**config.mk**
```make
export PLATFORM = sky130hd
export DESIGN_NAME = jtag_func_ctrl
export DESIGN_NICKNAME = d
export VERILOG_FILES = /design/src/rtl/jtag_func_ctrl.sv
export SDC_FILE = /design/constraint.sdc
export NUM_CORES = 1
export LEC_CHECK = 0
export CAP_MARGIN = 20
export CELL_PAD_IN_SITES_DETAIL_PLACEMENT = 1
export CELL_PAD_IN_SITES_GLOBAL_PLACEMENT = 1
export CORE_MARGIN = 2
export CORE_UTILIZATION = 35
export CTS_BUF_LIST = sky130_fd_sc_hd__clkbuf_2 sky130_fd_sc_hd__clkbuf_4 sky130_fd_sc_hd__clkbuf_8
export CTS_CLUSTER_DIAMETER = 50
export DETAILED_ROUTE_END_ITERATION = 6
export PLACE_DENSITY = 0.76
export SKIP_CTS_REPAIR_TIMING = 1
export SYNTH_ARGS = -nofsm -noshare
export SYNTH_HDL_FRONTEND = slang
export SYNTH_SLANG_ARGS = --single-unit
```
**constraint.sdc**
```tcl
create_clock -name TCK -period 5.7 [get_ports TCK]
set_clock_uncertainty 0.1 [all_clocks]
set_input_delay 1.71 -clock TCK [delete_from_list [all_inputs] [get_ports TCK]]
set_output_delay 1.71 -clock TCK [all_outputs]
set_load 0.03 [all_outputs]
```
**src/rtl/jtag_func_ctrl.sv**
```systemverilog
// JTAG USER1/USER2 function sequencer for the DCFEB user register chain.
// Optional BITCNT_LIMIT_EN enforces exact shift length per data phase.
module jtag_func_ctrl #(
  parameter int         NFUNC    = 8,
  parameter int         REG_W    = 16,
  parameter int         DSY_W    = 64,
  parameter logic [7:0] DSY_CODE = 8'h3F,
  parameter int         CNT_W    = 16
) (
  input  logic             TCK,
  input  logic             RST,
  input  logic             SEL1,
  input  logic             SEL2,
  input  logic             CAPTURE,
  input  logic             SHIFT,
  input  logic             UPDATE,
  input  logic             TDI,
  input  logic [NFUNC-1:0] TDO_IN,
  input  logic             DSY_TDO,
  output logic [NFUNC-1:0] FSEL,
  output logic             DSY_CHAIN,
  output logic             DRCK_EN,
  output logic             UPDATE_OUT,
  output logic             TDO1,
  output logic             TDO2,
  output logic [7:0]       FUNC,
  output logic [CNT_W-1:0] BIT_CNT,
  output logic             ERR
);

  typedef enum logic [1:0] {
    IDLE, ARMED, SHIFTING, DONE
  } state_t;

  state_t           state;
  state_t           state_n;
  logic [7:0]       ir;
  logic [NFUNC-1:0] fsel_dec;
  logic             code_ok;
  logic             code_dsy;
  logic             sel1_ev;
  logic             sel1_upd;
  logic             s2_cap;
  logic             s2_shift;
  logic             s2_upd;
  logic             active;
  logic             len_ok;

  // Any USER1 activity masks USER2 events on the same edge
  assign sel1_ev  = SEL1 & (CAPTURE | SHIFT | UPDATE);
  assign sel1_upd = SEL1 & UPDATE;
  assign s2_cap   = SEL2 & CAPTURE & ~sel1_ev;
  assign s2_shift = SEL2 & SHIFT & ~sel1_ev;
  assign s2_upd   = SEL2 & UPDATE & ~sel1_ev;
  assign active   = (state == ARMED) || (state == SHIFTING);
  assign TDO1     = ir[0];

  always_comb begin
    fsel_dec = '0;
    for (int i = 0; i < NFUNC; i++)
      fsel_dec[i] = (ir == 8'(i + 1));
  end

  assign code_ok  = |fsel_dec;
  assign code_dsy = (ir == DSY_CODE);

`ifdef BITCNT_LIMIT_EN
  logic [CNT_W-1:0] len;
  assign len    = DSY_CHAIN ? CNT_W'(DSY_W) : CNT_W'(REG_W);
  assign len_ok = (BIT_CNT == len);
  assign DRCK_EN = active & (BIT_CNT < len);
`else
  assign len_ok  = 1'b1;
  assign DRCK_EN = active;
`endif

  always_ff @(posedge TCK or posedge RST) begin
    if (RST) state <= IDLE;
    else     state <= state_n;
  end

  always_comb begin
    state_n = state;
    if (sel1_upd) begin
      state_n = (code_ok || code_dsy) ? ARMED : IDLE;
    end else begin
      unique case (state)
        IDLE:     state_n = IDLE;
        ARMED:
          if (s2_cap)        state_n = ARMED;
          else if (s2_shift) state_n = SHIFTING;
        SHIFTING:
          if (s2_cap)        state_n = ARMED;
          else if (s2_upd)   state_n = DONE;
        DONE:
          if (s2_cap)        state_n = ARMED;
        default:  state_n = IDLE;
      endcase
    end
  end

  always_comb begin
    TDO2 = 1'b0;
    if (state != IDLE)
      TDO2 = |(TDO_IN & FSEL) | (DSY_CHAIN & DSY_TDO);
`ifdef BITCNT_LIMIT_EN
    UPDATE_OUT = UPDATE & SEL2 & (state == SHIFTING) & len_ok;
`else
    UPDATE_OUT = UPDATE & SEL2 & active;
`endif
  end

  always_ff @(posedge TCK or posedge RST) begin
    if (RST) begin
      ir        <= '0;
      FUNC      <= '0;
      FSEL      <= '0;
      DSY_CHAIN <= 1'b0;
      BIT_CNT   <= '0;
      ERR       <= 1'b0;
    end else if (sel1_ev) begin
      if (CAPTURE) ir <= FUNC;
      else if (SHIFT) ir <= {TDI, ir[7:1]};
      if (UPDATE) begin
        FUNC      <= ir;
        BIT_CNT   <= '0;
        FSEL      <= fsel_dec;
        DSY_CHAIN <= code_dsy;
        ERR       <= ~(code_ok | code_dsy | (ir == 8'h00));
      end
    end else if (state != IDLE) begin
      if (s2_cap) begin
        BIT_CNT <= '0;
      end else if (s2_shift && DRCK_EN) begin
        if (BIT_CNT != '1) BIT_CNT <= BIT_CNT + 1'b1;
      end else if (s2_upd && state == SHIFTING && !len_ok) begin
        ERR <= 1'b1;
      end
    end
  end

endmodule

```
; ---- Word-level counts from Yosys, hierarchy flattened
; Cells that the tools add are included.
[totals]
ff_bits = 44
latchBits = 0
ramBits = 0
romBits = 0
out_inout_bits = 38
wordCells = 76
mem_count = 0
[op_classes]
n_addsub = 1
multipliers = 0
div = 0
n_lt_le_gt_ge = 0
n_eq_ne = 17
shift = 0
muxes = 17
bitwise_logic = 18
n_reduce_logical = 16
[op_table]
columns = operator, n
row1 = 16-bit two-way mux, 6
row2 = 8-bit by 3-bit equality test with 1-bit output (second input constant), 4
row3 = 16-bit by 1-bit adder with 16-bit output (second input constant), 1
row4 = 8-bit by 2-bit equality test with 1-bit output (second input constant), 2
row5 = 8-bit two-way mux, 2
row6 = 16-bit != test (second input constant), 1
row7 = 8-bit OR reduction, 2
row8 = 2-bit two-way mux, 6
row9 = 1-bit AND, 10
row10 = 8-bit AND, 1
row11 = 8-bit by 1-bit equality test with 1-bit output (second input constant), 1
row12 = 8-bit by 4-bit equality test with 1-bit output (second input constant), 1
row13 = 8-bit by 6-bit equality test with 1-bit output (second input constant), 1
row14 = 8-bit logical NOT, 1
row15 = 4-bit != test (second input constant), 2
row16 = 2-bit case mux with 4 select lines, 1
row17 = 2-bit nonzero test, 3
row18 = 3-bit nonzero test, 2
row19 = 1-bit OR, 5
row20 = 2-bit equality test (second input constant), 2
row21 = 2-bit AND reduction, 2
row22 = 4-bit AND reduction, 1
row23 = 3-bit != test (second input constant), 1
row24 = 3-bit AND reduction, 1
row25 = 7 further kinds, 10

; ---- Depth between registers and ports, before layout
; Gate-level depths: netlist (run 1).
[logic_depth]
ltp_word = 10
mapped_depth = 7
depth_no_buf = 7

; ---- Least setup slack after synthesis (run 1)
; OpenSTA, ideal clock, no wires.
[synth_timing]
path_type = input-to-output
startpoint = input port TDO_IN[0]
endpoint = output port TDO2
arrival_time_ns = 2.435
path_slack_ns = 1.455
path_stages = 3
n_path_buf = 0
path_cell_list = a22o_1 -> a221oi_1 -> a31oi_1
[synth_via]
elab_chain_len = 4
[synth_lines]
columns = element, line
row1 = start: declaration, 18  ; input logic [NFUNC-1:0] TDO_IN,
row2 = 8-bit AND, 105  ; TDO2 = |(TDO_IN & FSEL) | (DSY_CHAIN & DSY_TDO);
row3 = 8-bit OR reduction, 105
row4 = 1-bit OR, 105
row5 = 1-bit two-way mux, 104  ; if (state != IDLE)
row6 = end: declaration, 25  ; output logic TDO2,
; No other way between the ends.

; ---- Final worst setup path (run 1)
; Ends and elaborated chain as after synthesis.

==> results of run 1 <==
[sequential cells by signal, indices dropped and copies added (netlist names)]
signal     cells
ERR            1
ir             8
DSY_CHAIN      1
FSEL           8
state          2
FUNC           8
BIT_CNT       16
[cells by family (layout without fill, tap and decap cells)]
kind of cell	count (synthesis)	in the layout	share of synthesized area
mux	10	10	0.0465
buf+inv	18	70	0.0334
fa+ha+maj	6	6	0.0313
simple gates	73	73	0.166
xor+xnor	1	1	0.00366
compound gates	81	81	0.260
flops	44	44	0.460
[layout make-up]
cell class                 instances  area, sq um  share of cell area
inverter                           6         22.5             0.00723
sequential                        44         1100               0.353
clock buffer                       6         82.6              0.0265
tap                               80          100              0.0321
clock inverter                     2         38.8              0.0124
timing repair buffer              56          556               0.178
multi-input combinational        171         1210               0.390
[power by group through the flow]
stage | Sequential, mW | Clock (mW) | Combinational, mW
2_1_floorplan | 0.422 | 0 | 0.0966
3_3_place_gp | 0.388 | 0 | 0.214
3_5_place_dp | 0.390 | 0 | 0.218
4_1_cts | 0.384 | 0.256 | 0.219
5_1_grt | 0.390 | 0.274 | 0.235
6_report | 0.383 | 0.250 | 0.216
[worst min path at each step]
stage	from	endpoint	slack [ns]	cells past startpoint
after global placement	ERR	ERR	0.37	2
after global routing	BIT_CNT[9]	BIT_CNT[9]	0.43	1
after floorplan	ir[4]	ir[4]	0.44	1
final	ERR	ERR	0.40	2
after detailed placement	ERR	ERR	0.39	2
after CTS	ERR	ERR	0.41	2
[stage by stage]
stage / hold WS [ns] / utilization
after floorplan: 0.438 / -
after global placement: 0.369 / 0.446
after detailed placement: 0.387 / 0.446
after CTS: 0.408 / 0.464
after global routing: 0.428 / 0.464
final: 0.401 / 0.464
[cell usage after synthesis (all sizes together) (6+ instances only)]
library cell,number
a22o,17
a21oi,7
nand3,10
buf,6
dfrtp,44
clkbuf,6
inv,6
o21ai,16
o311ai,6
ha,6
nand2,24
nor2,8
o31ai,10
mux2,9
a31oi,8
[worst register-to-register path, delay by kind of cell, from the launching register on]
kind / cells / cell delay (ns)
adders and majority gates: 1 / 0.36
buffers and inverters: 1 / 0.10
DFF: 1 / 0.42
and+or+nand+nor: 1 / 0.26
AOI/OAI and AO/OA: 4 / 0.99
[layer usage]
layer	GRT usage	share of wire	vias up
li1	-	-	1000
met1	0.259	0.48	1078
met2	0.286	0.47	48
met3	0.0314	0.038	6
met4	0.0426	0.010	0
met5	0	0	-
==> Implementation_results.wiki, run 1 <==
{| class="wikitable"
! Metric !! Value
|-
| Result of the run || finished, final reports clean
|-
| Mapped Nets || 256
|-
| Slack of the critical path || 0.598 ns
|-
| Reg2reg end || BIT_CNT[15]
|-
| Tightest Pin Transition || 0.626 ns
|-
| Distinct cell type count after synthesis || 53
|-
| CP startpoint kind || primary input
|-
| #FFs+latches synth || 44
|-
| Final cell area excluding filler cells || 3120 sq um
|-
| Cell type with the highest occurrence count on the critical path || sky130_fd_sc_hd__clkdlybuf4s50_1
|-
| Critical path type || primary input to primary output
|-
| Worst hold-check path type || register to register
|-
| Largest net degree at the start of global routing || 45
|-
| Portion of the post-synthesis area used by sequential elements || 0.460
|-
| Placed instance count || 357
|-
| Library cell with the largest summed area after synthesis || sky130_fd_sc_hd__dfrtp_1
|-
| Starting density of the core || 0.357
|-
| Fraction of registers with async set or reset after synthesis || 1.00
|-
| Layout-stage area growth over the synthesis result || 30.0%
|-
| # Max-Cap Violations || 0
|-
| Pre-CTS setup slack || 0.614 ns
|-
| Buf/Inv on CP || 2
|-
| Via-per-instance ratio || 5.84
|-
| Number of endpoints with negative hold slack in the final report || 0
|-
| Post-detailed-route count of antenna-violating nets || 0
|-
| Floorplan Core Area || 6720 sq um
|-
| Setup Viol. Count Final || 0
|-
| Accumulated negative setup slack || 0 ns
|-
| Family with the most delay on the worst path || buffers and inverters
|-
| Number of enable-type register cells in the synthesized netlist || 0
|-
| Final instance count without filler cells || 365
|-
| Maximum ir drop on the vdd rail || 120 uV
|-
| Startpoint of the lowest-slack register-to-register path || state[0]
|-
| Clk buf depth || 2
|-
| Critical-path maximum fanout || 1
|-
| Drt pass-1 iters || 4
|-
| Worst slew margin || 0.581
|-
| Antenna diode instance count || 0
|-
| Post-layout net count || 307
|-
| GR Overflow Total || 0
|-
| Buffers added on ports || 54
|-
| Count of unresolved DRC violations after routing || 0
|-
| Proportion of layout cells with a drive suffix above 1 || 0.102
|-
| CTS tree || yes
|-
| Global-route wire length before repair || 10900 um
|-
| Via count of the first global-routing pass || 2209
|-
| Setup slack of the most critical reg-to-reg path || 3.37 ns
|-
| Sequential power share || 0.451
|-
| Internal power || 586 uW
|-
| Clock power frac || 0.294
|-
| Detailed-route via count || 2132
|-
| Die W || 86.7 um
|-
| Fmax || 196 MHz
|-
| Area of the mapped netlist || 2400 sq um
|-
| Share of total power in combinational logic || 0.255
|-
| Sum of internal, switching and leakage power || 850 uW
|-
| Synthesis Warnings || 0
|-
| Worst-case reg-to-reg path depth || 7
|-
| Total number of placement rows || 30
|-
| Crit path depth || 5
|-
| DPL Wire Length || 4530 um
|-
| Required time reported for the critical path endpoint || 3.89 ns
|-
| Cell chosen for the clock root || sky130_fd_sc_hd__clkbuf_8
|-
| Avg WL per Cell || 17.5 um
|-
| Number of pins with negative max-slew slack in the final report || 0
|-
| Clock latency on the worst-skew pair || 0.29 ns
|-
| Iteration-0 DRC Markers || 72
|-
| I/O pin count || 55
|-
| Leading post-synthesis cells by cell area || sky130_fd_sc_hd__dfrtp_1, sky130_fd_sc_hd__a22o_1, sky130_fd_sc_hd__mux2_2, sky130_fd_sc_hd__nand2_1, sky130_fd_sc_hd__ha_1
|-
| Minimum clock period || 5.10 ns
|-
| Sequence of cells on the critical path || clkdlybuf4s50_1 -> a22o_1 -> a221oi_1 -> a31oi_1 -> clkdlybuf4s50_1
|-
| Die area || 7520 sq um
|-
| Cell leakage power || 1.27 nW
|-
| Final clock period utilization by the worst path || 0.895
|-
| Number of levels the H-tree was split into || 2
|-
| Worst setup path endpoint || TDO2
|-
| Routability cong. || 0.738
|-
| Critical path's largest stage delay || 0.61 ns
|-
| Clock tree sinks || 44
|-
| Antenna violations before repair || 0
|-
| Capturing element type of the critical path || primary output
|-
| Global router's overall resource usage || 0.181
|-
| Switching power || 264 uW
|-
| Fraction of synthesized cell area taken by the top area cell type || 0.460
|-
| Proportion of total power due to net switching || 0.311
|-
| Clock-pin transition on the worst setup and hold timing paths || 0.08 ns
|-
| Main synth FF type || sky130_fd_sc_hd__dfrtp_1
|-
| RSZ-0062 raised after global routing || false
|-
| Commonest cells after routing, fill and taps aside || sky130_fd_sc_hd__clkdlybuf4s50_1, sky130_fd_sc_hd__dfrtp_1, sky130_fd_sc_hd__nand2_1
|-
| Die extent in y || 86.7 um
|-
| Average instance area after synthesis || 10.3 sq um
|-
| Post-place instance area || 2990 sq um
|-
| Inserted Clock Buffers || 5
|-
| Max stage delay cell, worst path || sky130_fd_sc_hd__clkdlybuf4s50_1
|-
| Most frequent standard cell in the layout excluding fill and tap cells || sky130_fd_sc_hd__clkdlybuf4s50_1
|-
| Cell area power density || 273 nW/um^2
|-
| Sum of routed wire length over all layers || 6380 um
|-
| Crit path arrival time || 3.29 ns
|-
| Syn Inst Count || 233
|-
| Fillers || 748
|-
| Launch point of the worst path || TDO_IN[0]
|}
Note: power is estimated with default switching activity, not from simulation.
==> inputs of run 2 (changes only) <==
Settings changed: PLACE_DENSITY 0.76 to 0.79.
==> run 2 against run 1 <==
Register-to-register slack is essentially flat; total power grew 1.2%; utilization grew 0.11 points; sequential share of layout area shrank 0.085 points; die area is the same; largest cell class unchanged; sequential cell count is the same; cell count grew 0.27%; sequential power is essentially flat; clock power grew 3%; highest routed layer unchanged.
==> Implementation_results.wiki, run 2 (same netlist as run 1, synthesis figures left out) <==
{| class="wikitable"
! Metric !! Value
|-
| Result of the run || finished, final reports clean
|-
| Via count of the first global-routing pass || 2175
|-
| Worst hold-check path type || register to register
|-
| Iteration-0 DRC Markers || 101
|-
| Die area || 7520 sq um
|-
| # Max-Cap Violations || 0
|-
| Worst slew margin || 0.576
|-
| Largest Register || BIT_CNT
|-
| Most frequent standard cell in the layout excluding fill and tap cells || sky130_fd_sc_hd__clkdlybuf4s50_1
|-
| Post-place instance area || 3000 sq um
|-
| Setup Viol. Count Final || 0
|-
| Placed instance count || 358
|-
| Final clock period utilization by the worst path || 0.895
|-
| Antenna diode instance count || 0
|-
| Critical-path maximum fanout || 1
|-
| Largest net degree at the start of global routing || 45
|-
| Clock-pin transition on the worst setup and hold timing paths || 0.09 ns
|-
| Via-per-instance ratio || 5.91
|-
| Commonest cells after routing, fill and taps aside || sky130_fd_sc_hd__clkdlybuf4s50_1, sky130_fd_sc_hd__dfrtp_1, sky130_fd_sc_hd__nand2_1
|-
| Layout-stage area growth over the synthesis result || 30.3%
|-
| Detailed-route via count || 2163
|-
| Largest register FFs || 16
|-
| Number of endpoints with negative hold slack in the final report || 0
|-
| I/O pin count || 55
|-
| Global router's overall resource usage || 0.189
|-
| Global-route wire length before repair || 11100 um
|-
| Starting density of the core || 0.357
|-
| Routability cong. || 0.764
|-
| Cell chosen for the clock root || sky130_fd_sc_hd__clkbuf_8
|-
| Sum of routed wire length over all layers || 6760 um
|-
| DPL Wire Length || 4820 um
|-
| Clk buf depth || 2
|-
| Number of pins with negative max-slew slack in the final report || 0
|-
| Die extent in y || 86.7 um
|-
| Post-layout net count || 308
|-
| Post-detailed-route count of antenna-violating nets || 0
|-
| Proportion of layout cells with a drive suffix above 1 || 0.105
|-
| Crit path arrival time || 3.29 ns
|-
| Cell leakage power || 1.28 nW
|-
| Avg WL per Cell || 18.5 um
|-
| Final cell area excluding filler cells || 3120 sq um
|-
| Drt pass-1 iters || 4
|-
| RSZ-0062 raised after global routing || false
|-
| Minimum clock period || 5.10 ns
|-
| Critical path type || primary input to primary output
|-
| Inserted Clock Buffers || 5
|-
| GR Overflow Total || 0
|-
| Fmax || 196 MHz
|-
| CP startpoint kind || primary input
|-
| Capturing element type of the critical path || primary output
|-
| Count of unresolved DRC violations after routing || 0
|-
| Worst hold slack after final layout || 0.389 ns
|-
| Tightest Pin Transition || 0.634 ns
|-
| Final instance count without filler cells || 366
|-
| CTS tree || yes
|-
| Clock tree sinks || 44
|-
| Clock latency on the worst-skew pair || 0.30 ns
|-
| Floorplan Core Area || 6720 sq um
|-
| Required time reported for the critical path endpoint || 3.89 ns
|-
| Die W || 86.7 um
|-
| Buffers added on ports || 54
|-
| Cell area power density || 275 nW/um^2
|-
| Number of levels the H-tree was split into || 2
|-
| Total number of placement rows || 30
|-
| Accumulated negative setup slack || 0 ns
|-
| Antenna violations before repair || 0
|-
| Maximum ir drop on the vdd rail || 105 uV
|}
[run 2: report_power, final]
group,switching [mW],internal (mW),leakage [nW],total (mW)
Clock,0.114,0.143,0.0614,0.257
Combinational,0.121,0.0984,0.611,0.219
Sequential,0.0390,0.345,0.604,0.384
[run 2: per-stage QoR]
stage	util	total power, mW	setup slack [ns]
finish	0.465	0.860	0.601
global placement	0.447	0.602	0.633
CTS	0.465	0.869	0.590
global route	0.465	0.900	0.531
detailed placement	0.447	0.610	0.601
floorplan	-	0.518	1.45
[run 2: worst max-delay path: stages]
cell                              delay (ns)
sky130_fd_sc_hd__clkdlybuf4s50_1        0.41
sky130_fd_sc_hd__a22o_1                 0.23
sky130_fd_sc_hd__a221oi_1               0.22
sky130_fd_sc_hd__a31oi_1                0.11
sky130_fd_sc_hd__clkdlybuf4s50_1        0.60
[run 2: layer usage]
layer  GRT usage  share of wire  vias to the layer above
met5           0              0                        -
met4      0.0554          0.014                        0
met3      0.0314          0.045                       10
met2       0.308           0.47                       67
met1       0.259           0.47                     1089
li1            -              -                      997
[run 2: area by class of cell]
cell class | instances | area, sq um
multi-input combinational | 171 | 1210
clock inverter | 2 | 38.8
inverter | 6 | 22.5
sequential | 44 | 1100
fill | 756 | 3600
tap | 80 | 100
timing repair buffer | 57 | 563
clock buffer | 6 | 82.6
[run 2: path summary, 6_finish.rpt]
path	start	endpoint	slack, ns	cells past startpoint
setup / recovery	TDO_IN[0]	TDO2	0.60	5
hold / removal	ERR	ERR	0.39	2
setup reg to reg	state[0]	BIT_CNT[11]	3.36	7
hold reg to reg	ERR	ERR	0.39	2
max in group asynchronous	RST	BIT_CNT[0]	3.34	3
min in group asynchronous	RST	FSEL[3]	1.78	3
